### src/rtl/i2s_rx_peripheral_if.sv
// picosoc iomem bus bundle for the I2S receiver: master drives requests,
// slave returns a one-cycle ready pulse with registered read data.
interface i2s_rx_peripheral_if;
  logic        iomem_valid;
  logic        iomem_ready;
  logic [3:0]  iomem_wstrb;
  logic [31:0] iomem_addr;
  logic [31:0] iomem_wdata;
  logic [31:0] iomem_rdata;

  modport master (output iomem_valid, iomem_wstrb, iomem_addr, iomem_wdata,
                  input  iomem_ready, iomem_rdata);
  modport slave  (input  iomem_valid, iomem_wstrb, iomem_addr, iomem_wdata,
                  output iomem_ready, iomem_rdata);
endinterface

### src/rtl/i2s_rx_peripheral.sv
// Philips I2S receiver: synchronises the external sck/ws/sd, assembles stereo
// frames and queues them in a FIFO drained by CPU reads of the DATA register.
module i2s_rx_peripheral #(
  parameter logic [15:0] ADDR   = 16'h6100,
  parameter int          WIDTH  = 16,
  parameter int          DEPTH  = 16,
  parameter int          THRESH = 8
) (
  input  logic                 ck,
  input  logic                 rst,
  i2s_rx_peripheral_if.slave   bus,
  input  logic                 i2s_sck,
  input  logic                 i2s_ws,
  input  logic                 i2s_sd,
  output logic                 irq
);
  localparam int AW = (DEPTH > 1) ? $clog2(DEPTH) : 1;
  localparam int CW = AW + 1;
  localparam logic [4:0]    WBITS = 5'(WIDTH);
  localparam logic [CW-1:0] FULLC = CW'(DEPTH);

  logic [2:0]    sck_q, sck_d;
  logic [1:0]    ws_q, ws_d, sd_q, sd_d;
  logic          ws_prev_q, ws_prev_d, synced_q, synced_d, have_left_q, have_left_d;
  logic [4:0]    bitcnt_q, bitcnt_d;
  logic [15:0]   sh_q, sh_d, left_q, left_d, word;
  logic          en_q, en_d, ovf_q, ovf_d, ready_q, ready_d, irq_q, irq_d;
  logic [AW-1:0] wp_q, wp_d, rp_q, rp_d;
  logic [CW-1:0] cnt_q, cnt_d;
  logic [31:0]   rdata_q, rdata_d, rd_val;
  logic [31:0]   mem_q [DEPTH];
  logic          rise, ws_edge, push, do_push, pop, flush, ack, wr, empty, full;
  logic [1:0]    rsel;
  logic [3:0]    bidx;
  logic          unused;

  assign unused = ^{bus.iomem_addr[15:4], bus.iomem_addr[1:0], bus.iomem_wdata[31:3]};

  always_comb begin
    sck_d = {sck_q[1:0], i2s_sck};
    ws_d  = {ws_q[0], i2s_ws};
    sd_d  = {sd_q[0], i2s_sd};
    rise    = sck_q[1] & ~sck_q[2];
    ws_edge = rise & (ws_q[1] != ws_prev_q);
    ws_prev_d = rise ? ws_q[1] : ws_prev_q;

    // Bits land MSB-first straight into their 16-bit aligned position,
    // so short words come out left-justified with zero fill for free.
    bidx = 4'(5'd15 - bitcnt_q);
    word = sh_q;
    if (bitcnt_q < WBITS) word[bidx] = sd_q[1];

    sh_d = sh_q; bitcnt_d = bitcnt_q; left_d = left_q;
    have_left_d = have_left_q; synced_d = synced_q; push = 1'b0;
    if (rise) begin
      if (bitcnt_q < WBITS) begin
        sh_d = word;
        bitcnt_d = bitcnt_q + 5'd1;
      end
      if (ws_edge) begin
        sh_d = '0; bitcnt_d = '0; synced_d = 1'b1;
        if (ws_q[1]) begin
          // Only a left slot that began after a seen edge counts as complete.
          if (synced_q) begin
            left_d = word; have_left_d = 1'b1;
          end
        end else begin
          push = have_left_q;
          have_left_d = 1'b0;
        end
      end
    end
    if (!en_q) begin
      sh_d = '0; bitcnt_d = '0; have_left_d = 1'b0; synced_d = 1'b0; push = 1'b0;
    end

    ack   = bus.iomem_valid & (bus.iomem_addr[31:16] == ADDR) & ~ready_q;
    wr    = |bus.iomem_wstrb;
    rsel  = bus.iomem_addr[3:2];
    empty = (cnt_q == '0);
    full  = (cnt_q == FULLC);
    pop   = ack & ~wr & (rsel == 2'd0) & ~empty;
    flush = ack & wr & (rsel == 2'd2) & bus.iomem_wdata[1];
    do_push = push & (~full | pop);

    case (rsel)
      2'd0:    rd_val = empty ? 32'h0 : mem_q[rp_q];
      2'd1:    rd_val = {16'h0, 8'(cnt_q), 5'h0, ovf_q, full, empty};
      2'd2:    rd_val = {31'h0, en_q};
      default: rd_val = 32'h0;
    endcase
    ready_d = ack;
    rdata_d = (ack & ~wr) ? rd_val : 32'h0;

    en_d = (ack & wr & (rsel == 2'd2)) ? bus.iomem_wdata[0] : en_q;
    ovf_d = ovf_q;
    if (ack & wr & (rsel == 2'd1) & bus.iomem_wdata[2]) ovf_d = 1'b0;
    if (push & ~do_push) ovf_d = 1'b1;

    wp_d  = wp_q + AW'(do_push);
    rp_d  = rp_q + AW'(pop);
    cnt_d = cnt_q + CW'(do_push) - CW'(pop);
    if (flush) begin
      wp_d = '0; rp_d = '0; cnt_d = '0;
    end
    irq_d = (32'(cnt_q) >= THRESH);
  end

  always_ff @(posedge ck or negedge rst) begin
    if (!rst) begin
      sck_q <= '0; ws_q <= '0; sd_q <= '0;
      ws_prev_q <= 1'b0; synced_q <= 1'b0; have_left_q <= 1'b0;
      bitcnt_q <= '0; sh_q <= '0; left_q <= '0;
      en_q <= 1'b0; ovf_q <= 1'b0; ready_q <= 1'b0; irq_q <= 1'b0;
      wp_q <= '0; rp_q <= '0; cnt_q <= '0; rdata_q <= '0;
    end else begin
      sck_q <= sck_d; ws_q <= ws_d; sd_q <= sd_d;
      ws_prev_q <= ws_prev_d; synced_q <= synced_d; have_left_q <= have_left_d;
      bitcnt_q <= bitcnt_d; sh_q <= sh_d; left_q <= left_d;
      en_q <= en_d; ovf_q <= ovf_d; ready_q <= ready_d; irq_q <= irq_d;
      wp_q <= wp_d; rp_q <= rp_d; cnt_q <= cnt_d; rdata_q <= rdata_d;
    end
  end

  always_ff @(posedge ck) begin
    if (do_push & ~flush) mem_q[wp_q] <= {left_q, word};
  end

  assign bus.iomem_ready = ready_q;
  assign bus.iomem_rdata = rdata_q;
  assign irq = irq_q;
endmodule

### src/flat_wrapper.sv
// flat-port wrapper written by rule: the top's interface ports become plain ports
module i2s_rx_peripheral_flat 
#(
  parameter logic [15:0] ADDR   = 16'h6100,
  parameter int          WIDTH  = 16,
  parameter int          DEPTH  = 16,
  parameter int          THRESH = 8
)
  (ck, rst, i2s_sck, i2s_ws, i2s_sd, irq, bus_iomem_valid, bus_iomem_wstrb, bus_iomem_addr, bus_iomem_wdata, bus_iomem_ready, bus_iomem_rdata);
  i2s_rx_peripheral_if bus_i ();
  input  logic ck;
  input  logic rst;
  input  logic i2s_sck;
  input  logic i2s_ws;
  input  logic i2s_sd;
  output logic irq;
  input wire logic [$bits(bus_i.iomem_valid)-1:0] bus_iomem_valid;
  input wire logic [$bits(bus_i.iomem_wstrb)-1:0] bus_iomem_wstrb;
  input wire logic [$bits(bus_i.iomem_addr)-1:0] bus_iomem_addr;
  input wire logic [$bits(bus_i.iomem_wdata)-1:0] bus_iomem_wdata;
  output wire logic [$bits(bus_i.iomem_ready)-1:0] bus_iomem_ready;
  output wire logic [$bits(bus_i.iomem_rdata)-1:0] bus_iomem_rdata;
  assign bus_i.iomem_valid = bus_iomem_valid;
  assign bus_i.iomem_wstrb = bus_iomem_wstrb;
  assign bus_i.iomem_addr = bus_iomem_addr;
  assign bus_i.iomem_wdata = bus_iomem_wdata;
  assign bus_iomem_ready = bus_i.iomem_ready;
  assign bus_iomem_rdata = bus_i.iomem_rdata;
  i2s_rx_peripheral #(.ADDR(ADDR), .WIDTH(WIDTH), .DEPTH(DEPTH), .THRESH(THRESH)) u_core (.ck(ck), .rst(rst), .bus(bus_i), .i2s_sck(i2s_sck), .i2s_ws(i2s_ws), .i2s_sd(i2s_sd), .irq(irq));
endmodule
### config.mk
export PLATFORM = sky130hd
export DESIGN_NAME = i2s_rx_peripheral_flat
export DESIGN_NICKNAME = d
export VERILOG_FILES = /design/src/rtl/i2s_rx_peripheral_if.sv /design/src/rtl/i2s_rx_peripheral.sv /design/src/flat_wrapper.sv
export SDC_FILE = /design/constraint.sdc
export NUM_CORES = 1
export LEC_CHECK = 0
export ABC_AREA = 1
export BUFFER_PORTS_ARGS = -buffer_cell sky130_fd_sc_hd__buf_2
export CAP_MARGIN = 20
export CORE_MARGIN = 3
export CORE_UTILIZATION = 33
export DETAILED_ROUTE_END_ITERATION = 8
export PLACE_DENSITY = 0.61
export SYNTH_ARGS = -nofsm -noshare
export SYNTH_HDL_FRONTEND = slang
export SYNTH_SLANG_ARGS = --single-unit
### constraint.sdc
create_clock -name ck -period 2.9 [get_ports ck]
set_clock_uncertainty 0.05 [all_clocks]
set_input_delay 0.58 -clock ck [delete_from_list [all_inputs] [get_ports ck]]
set_output_delay 0.58 -clock ck [all_outputs]
set_load 0.02 [all_outputs]
==> impl_metrics.json, run 1 <==
{
  "status": "completed",
  "setup_viol": 0,
  "critPathLaunch": "u_core.cnt_q[2]$_DFF_PN0_",
  "synth-seq-cells": 608,
  "postRouteAntennaNets": 0,
  "firstDrtPassIters": 6,
  "cp.arrival_ns": 3.25,
  "crit_slowest_cell": "fa_2",
  "finalHoldViolCount": 0,
  "htreeDepth": 2,
  "die-area_um2": 77950,
  "dp_hpwl_um": 34590,
  "gr-total-overflow": 0,
  "power.leakage_nw": 10.97,
  "antenna_found_initial": 0,
  "finalPower_mw": 20.99,
  "reg2reg_depth": 16,
  "io_pins": 108,
  "final_cell_mix": "edfxtp_1, nor2_1, nand2_1",
  "synth_top_area_share_pct": 62.43,
  "yosys_warnings": 0,
  "synth_top_area_cell": "edfxtp_1",
  "cts_num_sinks": 608,
  "syn_area_per_cell_um2": 11.86,
  "grt_max_degree": 110,
  "crit_required_ns": 3.36,
  "grtUsageTotal_pct": 15.83,
  "grt_pass1_wl_um": 95370,
  "worstMarginPinSlew_ns": 0.8995,
  "clk_latency_ns": 0.64,
  "p_seq_share_pct": 53.4,
  "cts_tree": "built",
  "holdWs_ns": 0.1718,
  "end_kind": "flop",
  "ir_worst_vdd_mv": 0.5314,
  "vias": 16020,
  "p_comb_share_pct": 8.9,
  "maxCapViolCount": 0,
  "cp-start-kind": "flop",
  "drc": 0,
  "core_region_area_um2": 73450,
  "period_needed_ns": 2.788,
  "first_iter_violations": 1381,
  "start_util_pct": 33.53,
  "nets": 2264,
  "rr_startpoint": "u_core.cnt_q[2]$_DFF_PN0_",
  "via_per_inst": 5.030,
  "place_congestion": 0.8140,
  "port_buffers": 64,
  "stdcell_count": 3185,
  "totalWireLength_um": 62560,
  "cp_max_fo": 2,
  "syn_inst": 2076,
  "hp-start": "bus_iomem_wdata[0]",
  "drive_above_1_share_pct": 13.12,
  "swShare_pct": 24.76,
  "clkSlewWorstSetupHoldPaths_ns": 0.06,
  "worstSetupPathType": "flop to flop",
  "synth_area_leaders": "edfxtp_1, dfrtp_1, nor2_1",
  "synthDistinctLibCells": 37,
  "slew_viol_final": 0,
  "p_clk_share_pct": 37.7,
  "slew_headroom_pct": 40.03,
  "syn2layout_area_growth_pct": 17.38,
  "fin_crit_sh_pct": 96.15,
  "clk_path_buf_depth": 3,
  "root_buffer": "clkbuf_16",
  "rows": 99,
  "layout_commonest_cell": "edfxtp_1",
  "clock.fmax_mhz": 358.6,
  "antenna_cells": 0,
  "grt_pass1_vias": 15920,
  "p_per_area_nw_per_um2": 726.1,
  "die_h_um": 279.2,
  "cpPeakStageDelay_ns": 0.36,
  "synth_nets": 2167,
  "ys_seq_area_share_pct": 72.18,
  "numCtsBuffers": 61,
  "p_sw_mw": 5.197,
  "worstHoldPathCells": 3,
  "wl_per_cell_um": 19.64,
  "setup_tns_ns": 0,
  "internal-power_mw": 15.79,
  "netlist_area_um2": 24630,
  "hp-class": "primary input to flop",
  "worstPathCellList": "inv_1, ha_1, nand3_2, nand2_2, inv_1, nand4_1, a21oi_2, ha_4, inv_2, fa_2, or2_4, a21oi_2, nor2_1, or2_4, nand3_2, inv_2",
  "die_width_um": 279.2,
  "placed_cells": 3060
}
path summary, 6_finish.rpt:
path	end	slack, ns
max in group asynchronous	u_core.bus.iomem_rdata[13]$_DFF_PN0_	1.63
min in group asynchronous	u_core.bus.iomem_rdata[27]$_DFF_PN0_	0.35
min reg2reg	u_core.sck_q[1]$_DFF_PN0_	0.31
min	u_core.en_q$_DFFE_PN0P_	0.17
max	u_core.cnt_q[4]$_DFF_PN0_	0.11
max reg2reg	u_core.cnt_q[4]$_DFF_PN0_	0.11
per-stage QoR:
step | worst slack [ns] | util [%] | cell area (µm²)
after global routing | -0.03174 | 39.36 | 28910
after detailed placement | -0.2732 | 36.41 | 26740
after CTS | 0.01699 | 39.24 | 28820
after global placement | -0.2188 | 36.41 | 26740
final | 0.1116 | 39.36 | 28910
after floorplan | -0.3738 | - | 24640
registers in the layout, summed over array words and instances, names as in the netlist:
| signal | cells |
|---|---|
| u_core.bus.iomem_ready | 1 |
| u_core.sh_q | 16 |
| u_core.synced_q | 1 |
| u_core.ws_q | 2 |
| u_core.wp_q | 4 |
| u_core.sd_q | 2 |
| u_core.ws_prev_q | 1 |
| u_core.have_left_q | 1 |
| u_core.cnt_q | 5 |
| u_core.en_q | 1 |
| u_core.bus.iomem_rdata | 32 |
| u_core.ovf_q | 1 |
| u_core.rp_q | 4 |
| u_core.mem_q | 512 |
| u_core.irq | 1 |
| u_core.bitcnt_q | 5 |
| u_core.sck_q | 3 |
| u_core.left_q | 16 |
repair_timing:
action / 4_1_cts / 5_1_grt
hold buffers: 4 / 0
hold endpoints to repair: 26 / 0
buffers inserted: 0 / 5
gates resized for setup: 1 / 13
pin swaps: 0 / 13
endpoints found under the setup margin: 1 / 1
cell usage after synthesis, drive strengths merged:
| library cell | instances |
|---|---|
| a21oi | 34 |
| nor2 | 352 |
| o31ai | 1 |
| xor2 | 3 |
| ha | 16 |
| nand3 | 73 |
| edfxtp | 512 |
| nand2 | 333 |
| clkbuf | 38 |
| xnor2 | 1 |
| fa | 1 |
| nand4 | 9 |
| o21ai | 257 |
| nor3 | 4 |
| o22ai | 98 |
| o211ai | 22 |
| mux2i | 16 |
| clkinv | 1 |
| dfrtp | 96 |
| or2 | 3 |
| inv | 125 |
| buf | 81 |
power by group through the flow:
stage                     combinational, mW  clock [mW]  sequential, mW
after floorplan                        1.06           0            11.1
after global placement                 1.66           0            11.3
after detailed placement               1.75           0            11.4
after CTS                              1.77        8.08            11.2
after global routing                   2.09        8.47            11.3
final                                  1.87        7.91            11.2
routing by layer:
metal | global-route usage (%) | wire [µm]
met1 | 21.79 | 27110
met2 | 26.26 | 30380
met3 | 2.441 | 3865
met5 | 0 | 0
met4 | 4.094 | 1213
final cells by class:
| cell class | instances | area [µm²] |
|---|---|---|
| Timing Repair Buffer | 153 | 1476 |
| Sequential cell | 608 | 17790 |
| Fill cell | 6858 | 44540 |
| Clock inverter | 33 | 366.6 |
| Multi-Input combinational cell | 1223 | 5929 |
| Clock buffer | 83 | 1669 |
| Inverter | 126 | 481.7 |
| Tap cell | 959 | 1200 |
critical path: cells and delay by family (launching register included):
family | cells | cell delay [ns]
fa+ha+maj | 3 | 0.75
flops | 1 | 0.35
compound gates | 2 | 0.37
simple gates | 7 | 0.93
buf+inv | 4 | 0.20
cells by family after synthesis:
family / synth area share, %
simple gates: 12.50
xor+xnor: 0.1423
compound gates: 9.119
mux: 0.6503
fa+ha+maj: 0.8941
flops: 72.18
buf+inv: 4.511
No activity file was read; power rests on OpenSTA's default activity.
==> inputs of run 2 (changes only) <==
MAX_ROUTING_LAYER = met4   (was default)
==> impl_metrics.json, run 2 (same netlist as run 1, synthesis figures left out) <==
{
  "critPathLaunch": "u_core.cnt_q[2]$_DFF_PN0_",
  "place_congestion": 0.8264,
  "cts_tree": "built",
  "start_util_pct": 33.53,
  "end_kind": "flop",
  "cp-start-kind": "flop",
  "maxCapViolCount": 0,
  "grt_use_met1_pct": 21.77,
  "rows": 99,
  "largest_reg_flops": 512,
  "final_util_pct": 39.36,
  "worstSetupPathType": "flop to flop",
  "place_area_um2": 26740,
  "clk_latency_ns": 0.64,
  "firstDrtPassIters": 5,
  "finalHoldViolCount": 0,
  "grt_max_degree": 110,
  "r2r-end": "u_core.cnt_q[4]$_DFF_PN0_",
  "stdcell_count": 3185,
  "port_buffers": 64,
  "slew_headroom_pct": 40.51,
  "grtUsageMet2_pct": 26.26,
  "totalWireLength_um": 62660,
  "busiest_layer": "met2",
  "cp.arrival_ns": 3.26,
  "grt_pass1_vias": 15900,
  "period_needed_ns": 2.791,
  "slew_viol_final": 0,
  "die-area_um2": 77950,
  "die_width_um": 279.2,
  "setup_viol": 0,
  "clk_path_buf_depth": 3,
  "grtUsageTotal_pct": 16.31,
  "layout_commonest_cell": "edfxtp_1",
  "reg2reg_slack_ns": 0.11,
  "ir_worst_vdd_mv": 0.5310,
  "rr_startpoint": "u_core.cnt_q[2]$_DFF_PN0_",
  "antenna_found_initial": 0,
  "htreeDepth": 2,
  "antenna_cells": 0,
  "gr-total-overflow": 0,
  "wl_per_cell_um": 19.67,
  "worstPathCellList": "inv_1, ha_1, nand3_2, nand2_2, inv_1, nand4_1, a21oi_2, ha_4, inv_2, fa_2, or2_4, a21oi_2, nor2_1, or2_4, nand3_2, inv_2",
  "top_register": "u_core.mem_q",
  "clock.fmax_mhz": 358.3,
  "core_region_area_um2": 73450,
  "n_fill_cell": 6858,
  "vias": 16020,
  "postRouteAntennaNets": 0,
  "io_pins": 108,
  "grt_pass1_wl_um": 95370,
  "reg2reg_depth": 16,
  "use_met3_pct": 2.441,
  "root_buffer": "clkbuf_16",
  "status": "completed",
  "power.leakage_nw": 10.97,
  "numCtsBuffers": 61,
  "worstSetupEndpoint": "u_core.cnt_q[4]$_DFF_PN0_",
  "clkSlewWorstSetupHoldPaths_ns": 0.06,
  "cp_max_fo": 2,
  "dp_hpwl_um": 34590,
  "via_per_inst": 5.029,
  "drc": 0,
  "placed_cells": 3060,
  "fin_crit_sh_pct": 96.23,
  "stdcell_area_um2": 28910,
  "cpPeakStageDelay_ns": 0.36,
  "crit_slowest_cell": "fa_2",
  "drive_above_1_share_pct": 13.12,
  "p_per_area_nw_per_um2": 726.4,
  "first_iter_violations": 1453,
  "final_cell_mix": "edfxtp_1, nor2_1, nand2_1",
  "nets": 2264,
  "crit_required_ns": 3.36,
  "syn2layout_area_growth_pct": 17.38,
  "finalPower_mw": 21.00,
  "die_h_um": 279.2,
  "hp-class": "primary input to flop",
  "cts_num_sinks": 608,
  "worstMarginPinSlew_ns": 0.8924
}
## run 2: worst max-delay path: cells and delay by family, from the launching register on
family	cells	cell delay (ns)
flops	1	0.35
compound gates	2	0.37
simple gates	7	0.94
buf+inv	4	0.20
fa+ha+maj	3	0.75
## run 2: final cells by class
class | instances | area [µm²] | area share (%)
Tap cell | 959 | 1200 | 4.150
Sequential cell | 608 | 17790 | 61.53
Multi-Input combinational cell | 1223 | 5929 | 20.51
Clock inverter | 33 | 366.6 | 1.268
Clock buffer | 83 | 1669 | 5.773
Timing Repair Buffer | 153 | 1476 | 5.107
Inverter | 126 | 481.7 | 1.666
## run 2: report_power, final
group	switching, mW	leakage, nW	internal [mW]	total (mW)
clock network	3.33	0.997	4.58	7.91
registers	0.579	5.92	10.6	11.2
logic	1.30	4.05	0.572	1.87
## run 2: worst min path at each step
stage | to | cells past startpoint | slack [ns] | start
floorplan | u_core.bitcnt_q[0]$_DFFE_PN0P_ | 0 | 0.23 | rst
global placement | u_core.sck_q[1]$_DFF_PN0_ | 0 | 0.30 | u_core.sck_q[0]$_DFF_PN0_
detailed placement | u_core.sck_q[1]$_DFF_PN0_ | 0 | 0.30 | u_core.sck_q[0]$_DFF_PN0_
CTS | u_core.en_q$_DFFE_PN0P_ | 3 | 0.14 | bus_iomem_wdata[0]
global route | u_core.en_q$_DFFE_PN0P_ | 3 | 0.16 | bus_iomem_wdata[0]
finish | u_core.en_q$_DFFE_PN0P_ | 3 | 0.17 | bus_iomem_wdata[0]
## run 2: metal layers
metal	routed length (µm)	share of wire [%]
met5	0	0
met3	3572	5.7
met4	1292	2.1
met2	30450	49
met1	27340	44
## run 2: timing repair
action                                 4_1_cts  5_1_grt
hold buffers                                 4        0
setup endpoints to repair                    1        1
endpoints found under the hold margin       26        0
cloned                                       0        0
buffers inserted                             0        5
resized for setup                            1       13
pin swaps                                    0       13
## run 2: through the flow
step                      setup WS, ns  TNS (ns)  hold slack [ns]
after CTS                      0.01699         0           0.1351
after detailed placement       -0.2732   -0.2732           0.2963
after global routing          -0.03174  -0.03174           0.1572
after floorplan                -0.3738   -160.20           0.2344
after global placement         -0.2188   -0.2188           0.2988
final                           0.1093         0           0.1713
